[config.mk]
export PLATFORM = sky130hd
export DESIGN_NAME = rf_write_arbiter
export DESIGN_NICKNAME = d
export VERILOG_FILES = /design/src/rtl/rf_write_arbiter.sv
export SDC_FILE = /design/constraint.sdc
export NUM_CORES = 1
export LEC_CHECK = 0
export CORE_UTILIZATION = 41
export DETAILED_ROUTE_END_ITERATION = 6
export PLACE_DENSITY_LB_ADDON = 0.2
export SLEW_MARGIN = 5
export SYNTH_ARGS = -nofsm -noshare
export SYNTH_HDL_FRONTEND = slang
export SYNTH_SLANG_ARGS = --single-unit
[constraint.sdc]
create_clock -name CLK -period 2.5 [get_ports CLK]
set_input_delay 0.5 -clock CLK [delete_from_list [all_inputs] [get_ports CLK]]
set_output_delay 0.5 -clock CLK [all_outputs]
set_load 0.005 [all_outputs]
[src/rtl/rf_write_arbiter.sv]
// Round-robin write arbiter that lets three requesters share one register bank.
// Issues at most one registered one-hot load enable and data word per cycle, and acks the winner.
module rf_write_arbiter #(
    parameter int DATA_WIDTH = 4,
    parameter int NUM_REGS   = 4,
    parameter int ADDR_WIDTH = 2
) (
    input  logic                  CLK,
    input  logic                  RST,
    input  logic [2:0]            req,
    input  logic [ADDR_WIDTH-1:0] addr0,
    input  logic [ADDR_WIDTH-1:0] addr1,
    input  logic [ADDR_WIDTH-1:0] addr2,
    input  logic [DATA_WIDTH-1:0] wdata0,
    input  logic [DATA_WIDTH-1:0] wdata1,
    input  logic [DATA_WIDTH-1:0] wdata2,
    output logic [2:0]            ack,
    output logic                  err,
    output logic [NUM_REGS-1:0]   reg_en,
    output logic [DATA_WIDTH-1:0] reg_d,
    output logic                  busy
);

    logic [1:0]            ptr_q, ptr_d;
    logic [2:0]            ack_q, ack_d;
    logic                  err_q, err_d;
    logic [NUM_REGS-1:0]   reg_en_q, reg_en_d;
    logic [DATA_WIDTH-1:0] reg_d_q, reg_d_d;
    logic                  busy_q, busy_d;

    logic [2:0]            eligible;
    logic [1:0]            ptr_eff;
    logic [1:0]            cand;
    logic                  grant_vld;
    logic [1:0]            win;
    logic [ADDR_WIDTH-1:0] win_addr;
    logic [DATA_WIDTH-1:0] win_data;
    logic                  addr_ok;

    always_comb begin
        // NOTE: every combinational output gets a default first so no path can infer a latch.
        ack_d     = '0;
        err_d     = 1'b0;
        reg_en_d  = '0;
        reg_d_d   = reg_d_q;
        cand      = 2'd0;
        grant_vld = 1'b0;
        win       = 2'd0;
        win_addr  = addr2;
        win_data  = wdata2;
        addr_ok   = 1'b0;

        // A requester acked last cycle is still dropping req; mask it to avoid a double grant.
        eligible = req & ~ack_q;
        ptr_eff  = (ptr_q == 2'd3) ? 2'd0 : ptr_q;
        ptr_d    = ptr_eff;

        for (int k = 0; k < 3; k++) begin
            cand = 2'((int'(ptr_eff) + k) % 3);
            if (!grant_vld && eligible[cand]) begin
                grant_vld = 1'b1;
                win       = cand;
            end
        end

        case (win)
            2'd0: begin
                win_addr = addr0;
                win_data = wdata0;
            end
            2'd1: begin
                win_addr = addr1;
                win_data = wdata1;
            end
            default: begin
                win_addr = addr2;
                win_data = wdata2;
            end
        endcase

        addr_ok = (32'(win_addr) < 32'(NUM_REGS));

        if (grant_vld) begin
            ack_d   = 3'b001 << win;
            reg_d_d = win_data;
            if (addr_ok) begin
                reg_en_d = NUM_REGS'(1) << win_addr;
            end else begin
                err_d = 1'b1;
            end
            ptr_d = (win == 2'd2) ? 2'd0 : win + 2'd1;
        end

        busy_d = |reg_en_d;
    end

    // NOTE: sequential state uses non-blocking assignments so all registers update together.
    always_ff @(posedge CLK or posedge RST) begin
        if (RST) begin
            ptr_q    <= 2'd0;
            ack_q    <= '0;
            err_q    <= 1'b0;
            reg_en_q <= '0;
            reg_d_q  <= '0;
            busy_q   <= 1'b0;
        end else begin
            ptr_q    <= ptr_d;
            ack_q    <= ack_d;
            err_q    <= err_d;
            reg_en_q <= reg_en_d;
            reg_d_q  <= reg_d_d;
            busy_q   <= busy_d;
        end
    end

    assign ack    = ack_q;
    assign err    = err_q;
    assign reg_en = reg_en_q;
    assign reg_d  = reg_d_q;
    assign busy   = busy_q;

endmodule

Word-level counts from Yosys, hierarchy flattened
Cells that the tools add are included.
{ "totals": {"inputBits": 23, "ff_bits": 14, "elab_cells": 46, "output_inout_bits": 13} }
{ "classes": {"add_sub_neg": 3, "div": 3, "n_eq_ne": 3, "muxes": 19, "n_shift": 2, "n_bitwise": 2, "n_lt_le_gt_ge": 3, "n_reduce_logical": 6} }
{ "op_table": {"columns": ["cell", "n"], "rows": [
  ["$mod A32 B3 Y32 const B", 2],
  ["$mod A3 B3 Y32 const B", 1],
  ["$mux W2", 6],
  ["$lt A2 B3 Y1 const B", 3],
  ["$pmux W4 S2", 1],
  ["$bmux W1 S2", 3],
  ["$mux W1", 6],
  ["$eq A2 B2 Y1 const B", 2],
  ["$mux W4", 1],
  ["$pmux W2 S2", 1],
  ["$reduce_or A4 Y1", 1],
  ["$shl A1 B2 Y4 const A", 1],
  ["$add A2 B1 Y3 const B", 1],
  ["$add A2 B2 Y3 const B", 1],
  ["$and A3 B3 Y3", 1],
  ["$mux W3", 1],
  ["$not A3 Y3", 1],
  ["$shl A1 B2 Y3 const A", 1],
  ["$add A2 B1 Y2 const B", 1],
  ["$eq A2 B1 Y1 const B", 1],
  ["$logic_and A1 B1 Y1", 2],
  ["$logic_not A1 Y1", 2],
  ["$logic_not A2 Y1", 1]
]} }

Logic depth before layout (Yosys ltp)
{ "depth": {"ltp_word": 17, "ltp_mapped": 9, "depth_no_buf": 8} }

Least setup slack after synthesis
No wires, ideal clock.
{ "synth_timing": {"path_kind": "register to register", "start": "reg ptr_q[0]", "end": "reg reg_en_q[3] (netlist: reg_en[3])", "path_slack_ns": 0.361, "path_buffers": 1, "stages_incl_launch_ff": 9, "required_ns": 2.379, "arrival_time_ns": 2.017, "synth_period_minus_slack_ns": 2.139, "setup_time_ns": 0.121, "path_cell_list": "dfrtp_1 inv_1 ha_1 and2_4 mux2_2 or3_1 buf_6 o22a_4 and4bb_1"} }
{ "synth_via": {"elab_chain_cells": 16, "elab_cells_between_ends": 28, "classes_between": "2 x add/sub; 3 x div; 2 x eq/ne; 1 x shift; 15 x mux; 5 x reduce/logical"} }
{ "synth_lines": {"columns": ["item", "line", "text"], "rows": [
  ["start: declaration", "24", "logic [1:0] ptr_q, ptr_d;"],
  ["start signal: assignment", "107", "ptr_q <= ptr_d;"],
  ["$eq A2 B2 Y1", "55", "ptr_eff = (ptr_q == 2'd3) ? 2'd0 : ptr_q;"],
  ["$mux W2 (*)", "55", null],
  ["branches (longest 13 deep; another with $mod A32 B3 Y32)", null, null],
  ["$mux W4 (*)", "83", "if (grant_vld) begin"],
  ["via reg_en_d[3]", "27", "logic [NUM_REGS-1:0] reg_en_q, reg_en_d;"],
  ["end signal: assignment", "110", "reg_en_q <= reg_en_d;"],
  ["end: declaration", "27", null]
]} }
Mark *: on every way through the listed nets, which the timed path passes. The select of a mux whose other input is x is not followed.
A chain may end at the register's enable or synchronous reset.

Worst setup path after layout
{ "layout_timing": {"start": "reg ptr_q[0]", "end": "reg reg_en_q[0] (netlist: reg_en[0])"} }
The elaborated chain is that of the path after synthesis.

==> results.tsv <==
stage	metric	value	unit
outcome	status	completed	
setup_path	crit_slowest_cell	or3_1	
timing	finalHoldViolCount	0	
clock_tree	cts_tree	yes	
setup_path	cp.required	2.69	ns
timing	slew_viol_final	0	
logic_synthesis	netlist_area	856	sq um
min_path	hp-class	in2async	
grt	grt_max_degree	15	
power_and_ir_drop	switching_share	0.395	
power_and_ir_drop	ir_drop	0.691	mV
route	dr_total_vias	782	
setup_path	crit_path_start	ptr_q[0]$_DFF_PP0_	
timing	skew	0.00112	ns
placement	dp_hpwl	1680	um
logic_synthesis	yosysSeqAreaShare	0.409	
clock_tree	ctsResizeCount	0	
placement	port_buffers	34	
route	ant_nets	0	
setup_path	cp-end-kind	register	
clock_tree	cts_setup_buffers	0	
logic_synthesis	ys_warn_count	0	
cells_and_area	syn_to_final_growth	52.8	%
setup_path	worstPathMaxFanout	5	
timing	fin_crit_sh	0.924	
floorplan	die_h	47.7	um
route	drcViolationCount	0	
setup_path	crit_family	simple AND/OR/NAND/NOR gates	
logic_synthesis	postSynthAreaPerCell	11.1	sq um
timing	tns	0	ns
setup_path	cp_cell_sequence	inv_1 > ha_1 > and2_4 > mux2_2 > or3_1 > o22a_4 > a211oi_2	
clock_tree	clkSinkCount	14	
logic_synthesis	ys_types	39	
logic_synthesis	synthCells	77	
logic_synthesis	async_flop_share	1.00	
power_and_ir_drop	power.share.combinational	0.653	
power_and_ir_drop	p_per_area	1190	mW/mm^2
route	dr.first_iter.drc_count	21	
clock_tree	clk_pin_slew	0.08	ns
route	routedWlPerCell	14.2	um
power_and_ir_drop	pwr-share-seq	0.244	
route	first_pass_iters	4	
grt	grt_pass1_vias	646	
grt	grt_pass1_wl	3070	um
logic_synthesis	synthFlopType	dfrtp_1	
clock_tree	cts_buffer_depth	2	
cells_and_area	num_antenna_cells	0	
timing	period_minus_slack	2.31	ns
cells_and_area	fillers	163	
logic_synthesis	synth_edf_count	0	
timing	fin_hold_ws	0.557	ns
clock_tree	cts_buffers	3	
power_and_ir_drop	clockPowerShare	0.104	
logic_synthesis	syn_nets	104	
floorplan	fp-row-count	16	
power_and_ir_drop	p_leak	0.573	nW
floorplan	core_area	0.00196	sq mm
timing	max_slew_margin	0.643	
setup_path	max_stage_delay	0.45	ns
clock_tree	cts_max_level	1	
route	routed_wl	2100	um
cells_and_area	num-nets-final	149	
power_and_ir_drop	p_sw	0.616	mW
clock_tree	clk_latency	0.28	ns
setup_path	crit_type	reg2reg	
floorplan	io_pins	36	
clock_tree	cts_hold_buf	0	
timing	worstMarginPinSlew	0.535	ns
setup_path	timing.rr.start	ptr_q[0]$_DFF_PP0_	
grt	grt_overflow	0	
timing	rsz0062_at_grt	no	
setup_path	crit_buf_inv	1	
floorplan	start_util	0.436	
setup_path	cp.arrival	2.50	ns
floorplan	die_w	47.7	um
grt	antenna_found_initial	0	
job	maxCapViolCount	0	
clock_tree	root_buffer	clkbuf_4	
grt	gr-usage-all-layers	0.195	
timing	clock.fmax	433	MHz
setup_path	crit_path_start_kind	register	
logic_synthesis	synth-seq-cells	14	
floorplan	die-area	0.00227	sq mm
power_and_ir_drop	intPower	0.944	mW
placement	place_congestion	0.883	
route	viasPerCell	5.28	
timing	setup_viol	0	
cells_and_area	drive_above_1_share	0.207	
==> state kept, by name, summed over array words and instances, names as in the netlist <==
register	cells
reg_d	4
reg_en	4
ack	3
ptr_q	2
busy	1
==> layout by cell type (no fill, tap or decap), types with 2 or more instances in the layout <==
cell type,synthesis,layout
a211oi_2,2,2
a21oi_1,4,4
a22oi_1,5,5
a31oi_1,5,5
buf_4,1,8
clkbuf_4,0,3
clkdlybuf4s50_1,0,34
dfrtp_1,14,14
ha_1,4,4
inv_1,5,5
inv_2,2,2
nand2_1,2,2
nand3_1,4,4
nor2_1,2,2
==> synthesized netlist by cell type (2+ instances only) <==
| cell type | number | area share |
|---|---|---|
| a31oi_1 | 5 | 0.037 |
| a211oi_2 | 2 | 0.029 |
| nand3_1 | 4 | 0.023 |
| dfrtp_1 | 14 | 0.41 |
| a22oi_1 | 5 | 0.044 |
| inv_2 | 2 | 0.0088 |
| inv_1 | 5 | 0.022 |
| nand2_1 | 2 | 0.0088 |
| a21oi_1 | 4 | 0.023 |
| nor2_1 | 2 | 0.0088 |
| ha_1 | 4 | 0.058 |
==> cell families (layout without fill, tap and decap cells) <==
kind of cell,Yosys count,count (layout),share of synthesized area
AND/OR/NAND/NOR,19,19,0.156
buffers and inverters,10,54,0.0717
other,1,1,0.00438
flip-flops,14,14,0.409
AO/OA/AOI/OAI,26,26,0.262
adder cells (fa/ha/maj),5,5,0.0716
multiplexers,2,2,0.0249
==> power groups by stage <==
stage                     registers, mW  clock network [mW]  logic, mW
after global placement            0.384                   0      0.993
final                             0.380               0.162       1.02
after CTS                         0.381               0.166       1.02
after floorplan                   0.387                   0      0.615
after detailed placement          0.386                   0       1.02
after global routing              0.389               0.172       1.11
==> through the flow <==
step / cells / total power [mW] / utilization / instance area [sq um] / worst slack (ns)
global route: 148 / 1.67 / 0.666 / 1310 / 0.118
CTS: 148 / 1.57 / 0.666 / 1310 / 0.192
detailed placement: 144 / 1.40 / 0.648 / 1270 / 0.0879
global placement: 144 / 1.38 / 0.648 / 1270 / 0.125
floorplan: 77 / 1.00 / - / 856 / 0.361
finish: 148 / 1.56 / 0.666 / 1310 / 0.189
==> layer usage <==
metal	vias up	wire [um]	global-route usage
met5	-	0	0
met3	2	161	0.0491
met2	34	1030	0.311
met1	367	900	0.271
met4	0	9	0.0333
li1	379	-	-
==> worst reg2reg max path: cells and delay by family, from the launching register on <==
| kind | cells | cell delay (ns) |
|---|---|---|
| muxes | 1 | 0.27 |
| and+or+nand+nor | 2 | 0.63 |
| buffers and inverters | 1 | 0.08 |
| adders and majority gates | 1 | 0.36 |
| AOI/OAI and AO/OA | 2 | 0.51 |
| DFF | 1 | 0.38 |
==> layout make-up <==
class / instances / area (sq um) / share of cell area
timing repair buffer: 42 / 400 / 0.306
sequential: 14 / 350 / 0.268
multi-input combinational: 53 / 444 / 0.340
tap: 27 / 33.8 / 0.0258
inverter: 8 / 42.5 / 0.0325
clock buffer: 4 / 36.3 / 0.0278
==> final timing paths <==
path	cells after the start	end	slack, ns
worst max-delay path	7	reg_en[0]$_DFF_PP0_	0.19
worst min-delay path	2	reg_d[3]$_DFFE_PP0P_	0.56
worst max register to register	7	reg_en[0]$_DFF_PP0_	0.19
worst min register to register	2	reg_d[2]$_DFFE_PP0P_	0.56
max in group asynchronous	2	reg_d[0]$_DFFE_PP0P_	1.59
min in group CLK	2	reg_d[2]$_DFFE_PP0P_	0.56
Power figures use the tool's default switching activity.
